`src/rtl/mux_pkg.sv`:
```
// Shared constants and types for the N:1 handshake multiplexer.
package mux_pkg;

    localparam int MODE_FIXED = 0;
    localparam int MODE_RR    = 1;

    typedef enum logic {
        EMPTY = 1'b0,
        FULL  = 1'b1
    } buf_state_e;

endpackage

```
`src/rtl/rr_arbiter.sv`:
```
// Rotating-priority encoder: grants the first requester after 'last', wrapping.
// Purely combinational, no state, no backpressure of its own.
module rr_arbiter #(
    parameter int NUM_CH = 4,
    parameter int SEL_W  = $clog2(NUM_CH)
) (
    input  logic [NUM_CH-1:0] req,
    input  logic [SEL_W-1:0]  last,
    output logic              gnt_valid,
    output logic [SEL_W-1:0]  gnt_idx
);

    logic [SEL_W-1:0] w_cand;

    // Walk last+1, last+2, ... with explicit wrap so non-power-of-2 counts never index past the top channel.
    always_comb begin
        gnt_valid = 1'b0;
        gnt_idx   = '0;
        w_cand    = last;
        for (int k = 0; k < NUM_CH; k++) begin
            w_cand = (w_cand == SEL_W'(NUM_CH - 1)) ? '0 : w_cand + 1'b1;
            if (!gnt_valid && req[w_cand]) begin
                gnt_valid = 1'b1;
                gnt_idx   = w_cand;
            end
        end
    end

endmodule

```
`src/rtl/mux_n_1_hs.sv`:
```
// N:1 registered mux, 1-cycle latency into a 1-deep output buffer; fixed-select or round-robin grant.
// in_ready drops for every channel while the held word is stalled (out_valid && !out_ready).
module mux_n_1_hs
    import mux_pkg::*;
#(
    parameter int WIDTH  = 8,
    parameter int NUM_CH = 4,
    parameter int SEL_W  = $clog2(NUM_CH),
    parameter int MODE   = MODE_FIXED
) (
    input  logic                    clk,
    input  logic                    reset,
    input  logic [NUM_CH*WIDTH-1:0] in_data,
    input  logic [NUM_CH-1:0]       in_valid,
    output logic [NUM_CH-1:0]       in_ready,
    input  logic [SEL_W-1:0]        sel,
    output logic [WIDTH-1:0]        out_data,
    output logic [SEL_W-1:0]        out_ch,
    output logic                    out_valid,
    input  logic                    out_ready
);

    buf_state_e         r_state;
    logic [WIDTH-1:0]   r_data;
    logic [SEL_W-1:0]   r_ch;

    logic               w_load_en;
    logic               w_gnt_vld;
    logic [SEL_W-1:0]   w_gnt_idx;
    logic [NUM_CH-1:0]  w_rdy;
    logic               w_xfer;
    logic [WIDTH-1:0]   w_ch_dat [NUM_CH];

    for (genvar gi = 0; gi < NUM_CH; gi++) begin : g_unpack
        assign w_ch_dat[gi] = in_data[gi*WIDTH +: WIDTH];
    end

    assign out_valid = (r_state == FULL);
    assign out_data  = r_data;
    assign out_ch    = r_ch;
    assign w_load_en = !out_valid || out_ready;

    if (MODE == MODE_RR) begin : g_rr
        logic [SEL_W-1:0] r_last;
        logic             w_unused_sel;

        rr_arbiter #(
            .NUM_CH (NUM_CH),
            .SEL_W  (SEL_W)
        ) u_arb (
            .req       (in_valid),
            .last      (r_last),
            .gnt_valid (w_gnt_vld),
            .gnt_idx   (w_gnt_idx)
        );

        // Pointer advances only on an accepted word, so a stalled grant keeps its turn.
        always_ff @(posedge clk or posedge reset) begin
            if (reset) begin
                r_last <= SEL_W'(NUM_CH - 1);
            end else if (w_xfer) begin
                r_last <= w_gnt_idx;
            end
        end

        assign w_unused_sel = ^sel;
    end else begin : g_fixed
        assign w_gnt_vld = (int'(sel) < NUM_CH);
        assign w_gnt_idx = sel;
    end

    always_comb begin
        w_rdy = '0;
        if (!reset && w_load_en && w_gnt_vld) begin
            w_rdy[w_gnt_idx] = 1'b1;
        end
    end

    assign in_ready = w_rdy;
    assign w_xfer   = |(w_rdy & in_valid);

    always_ff @(posedge clk or posedge reset) begin
        if (reset) begin
            r_state <= EMPTY;
            r_data  <= '0;
            r_ch    <= '0;
        end else if (w_xfer) begin
            r_state <= FULL;
            r_data  <= w_ch_dat[w_gnt_idx];
            r_ch    <= w_gnt_idx;
        end else if (out_ready) begin
            r_state <= EMPTY;
        end
    end

endmodule

```
`config.mk`:
```
export PLATFORM = sky130hd
export DESIGN_NAME = mux_n_1_hs
export DESIGN_NICKNAME = d
export VERILOG_FILES = /design/src/rtl/mux_pkg.sv /design/src/rtl/rr_arbiter.sv /design/src/rtl/mux_n_1_hs.sv
export SDC_FILE = /design/constraint.sdc
export NUM_CORES = 1
export LEC_CHECK = 0
export CAP_MARGIN = 25
export CORE_MARGIN = 2
export CORE_UTILIZATION = 36
export CTS_CLUSTER_SIZE = 28
export DETAILED_ROUTE_END_ITERATION = 16
export PLACE_DENSITY = 0.89
export SYNTH_ARGS = -nofsm -noshare
export SYNTH_HDL_FRONTEND = slang
export SYNTH_SLANG_ARGS = --single-unit
```
`constraint.sdc`:
```
create_clock -name clk -period 1.7 [get_ports clk]
set_input_delay 0.255 -clock clk [delete_from_list [all_inputs] [get_ports clk]]
set_output_delay 0.255 -clock clk [all_outputs]
set_load 0.05 [all_outputs]
```
==> flow_metrics.tcl <==
set metrics [dict create \
    top_usage_layer "met2" \
    maxSlewHeadroom_pct 85.5 \
    ys_seq_area_share_pct 35.5 \
    worstSkewPairLatency_ns 0.26 \
    ys_ff_latch 11 \
    final_util_pct 79.4 \
    final-seq-area_sq_um 277 \
    grt_pass1_wl_mm 3.90 \
    endpoint_kind "output pin" \
    initial_core_util_pct 38.7 \
    numCtsBuffers 3 \
    hold_viol_final 0 \
    fillers 119 \
    critPathKind "in -> out" \
    status "complete, no violations" \
    cts_tree "done" \
    synthCells 53 \
    antennaDiodeCount 0 \
    cap_violations 0 \
    grt_pass1_vias 836 \
    viasPerCell 5.14 \
    synth_area_sq_um 774 \
    overflow 0 \
    drtIter0Drc 19 \
    grt_util_met1_pct 24.5 \
    multi_input_area_sq_um 520 \
    worst_hold_slack_ns 0.0878 \
    mostFrequentLayoutCells "37 x clkdlybuf4s50_1, 28 x buf_4, 10 x mux2_2, 10 x dfrtp_1, 8 x mux4_1" \
    yosysWarnings 0 \
    place_congestion 0.784 \
    final_nets 170 \
    setup_viol 0 \
    ff2ff_setup_slack_ns 0.35 \
    rr_startpoint "out_valid$_DFFE_PP0P_" \
    reg2reg_to "out_data[7]$_DFFE_PP0P_" \
    report.final.slew_viol_count 0 \
    rows 16 \
    antenna_found_initial 0 \
    use_met3_pct 5.65 \
    fmax_mhz 597 \
    grt_max_degree 10 \
    fin_skew_ns 0.00724 \
    crit_path_max_fanout 5 \
    drive_gt1_share_pct 45.3 \
    period_share_pct 98.6 \
    die_h_um 50.4 \
    drt_first_pass_iters 6 \
    dp_hpwl_mm 2.00 \
    ios 56 \
    clkTransAtPathRegs_ns 0.07 \
    dieWidth_um 50.4 \
    hold_class "in -> async" \
    leakage_nw 0.689 \
    ys_types 16 \
    cts_buffer_depth 2 \
    area_growth_pct 105 \
    clock-sinks 11 \
    vias 796 \
    design.core.area_sq_um 2000 \
    min_period_ns 1.68 \
    syn_nets 94 \
    grtUsageTotal_pct 20.5 \
    dpl.cell_count 147 \
    drc_errors 0 \
    cp.required_ns 1.44 \
    portBuffers 55 \
    cp.arrival_ns 1.42 \
    setup.worst_path.start_class "input pin" \
    powerDensity_nw_per_um2 779 \
    cts_htree_levels 1 \
    grtUsageMet2_pct 35.5 \
    synth.avg_cell_area_sq_um 14.6 \
    wl_per_cell_um 16.1 \
    dieArea_sq_um 2540 \
    ir_drop_uv 496 \
    p_total_mw 1.24 \
    final_common_cell "clkdlybuf4s50_1" \
    fin_cells 155 \
    cts_root_buffer "clkbuf_4" \
    reg2reg_depth 5 \
    worst_pin_slew_ns 0.217 \
    wl_mm 2.49 \
    ant_nets 0 \
]
==> sequential cells by signal, summed over array words and instances, names as in the netlist <==
register / flops
out_valid: 1
out_data: 8
out_ch: 2
==> power by group <==
group / internal [mW] / total [mW] / switching [mW]
Clock: 0.0906 / 0.173 / 0.0828
Sequential: 0.328 / 0.365 / 0.0369
Combinational: 0.310 / 0.700 / 0.390
==> layer usage <==
layer	wire length [um]	part of all wire, %
met5	0	0
met1	988	40
met2	1220	49
met3	246	9.9
met4	40	1.6
==> cells by family after synthesis <==
group | share of synthesized area [%]
AO/OA/AOI/OAI | 4.85
buffers and inverters | 5.01
flip-flops | 35.5
multiplexers | 47.2
AND/OR/NAND/NOR | 7.43
==> Yosys cell counts <==
cell / instances / area share (%)
mux2_2: 10 / 15
nand2b_1: 1 / 0.81
nor3_1: 4 / 2.6
nand2_1: 2 / 0.97
nor2b_1: 1 / 0.81
buf_2: 1 / 0.65
nand3_4: 1 / 2.3
mux4_2: 1 / 2.9
inv_1: 3 / 1.5
o31ai_1: 2 / 1.9
dfrtp_1: 11 / 36
buf_6: 2 / 2.9
mux4_1: 8 / 27
o21ai_0: 2 / 1.3
mux2i_1: 2 / 2.6
a31oi_1: 2 / 1.6
==> what timing repair did <==
| action | in CTS | in global routing |
|---|---|---|
| gates resized for setup | 7 | 1 |
| buffers inserted | 3 | 1 |
| endpoints found under the setup margin | 11 | 2 |
| hold buffers | 0 | 0 |
| pin swaps | 1 | 2 |
==> area by class of cell <==
| class | instances | area share [%] |
|---|---|---|
| tap | 27 | 2.13 |
| inverter | 3 | 1.18 |
| multi-input combinational | 36 | 32.8 |
| clock buffer | 4 | 1.65 |
| sequential | 11 | 17.4 |
| timing repair buffer | 74 | 44.9 |
==> worst max-delay path: stages <==
cell and delay [ns]:
dlygate4sd2_1 0.27, buf_4 0.17, buf_4 0.18, clkinvlp_4 0.16, nor3_4 0.21, buf_12 0.17
==> metrics by stage <==
step                      TNS [ns]  setup slack, ns  instance area (sq um)
after floorplan                  0           0.0497                    832
after global placement       -2.30           -0.237                   1510
after detailed placement     -2.97           -0.301                   1510
after CTS                        0           0.0164                   1580
after global routing       -0.0174          -0.0174                   1590
final                            0           0.0237                   1590
==> how the worst max path moves through the flow <==
stage	start	to	cells after the start
floorplan	out_valid$_DFFE_PP0P_	in_ready[0]	3
global placement	sel[0]	out_data[4]$_DFFE_PP0P_	4
detailed placement	sel[0]	out_data[7]$_DFFE_PP0P_	4
CTS	reset	in_ready[1]	6
global route	sel[0]	in_ready[1]	6
finish	sel[0]	in_ready[1]	6
No activity file was read; power rests on OpenSTA's default activity.
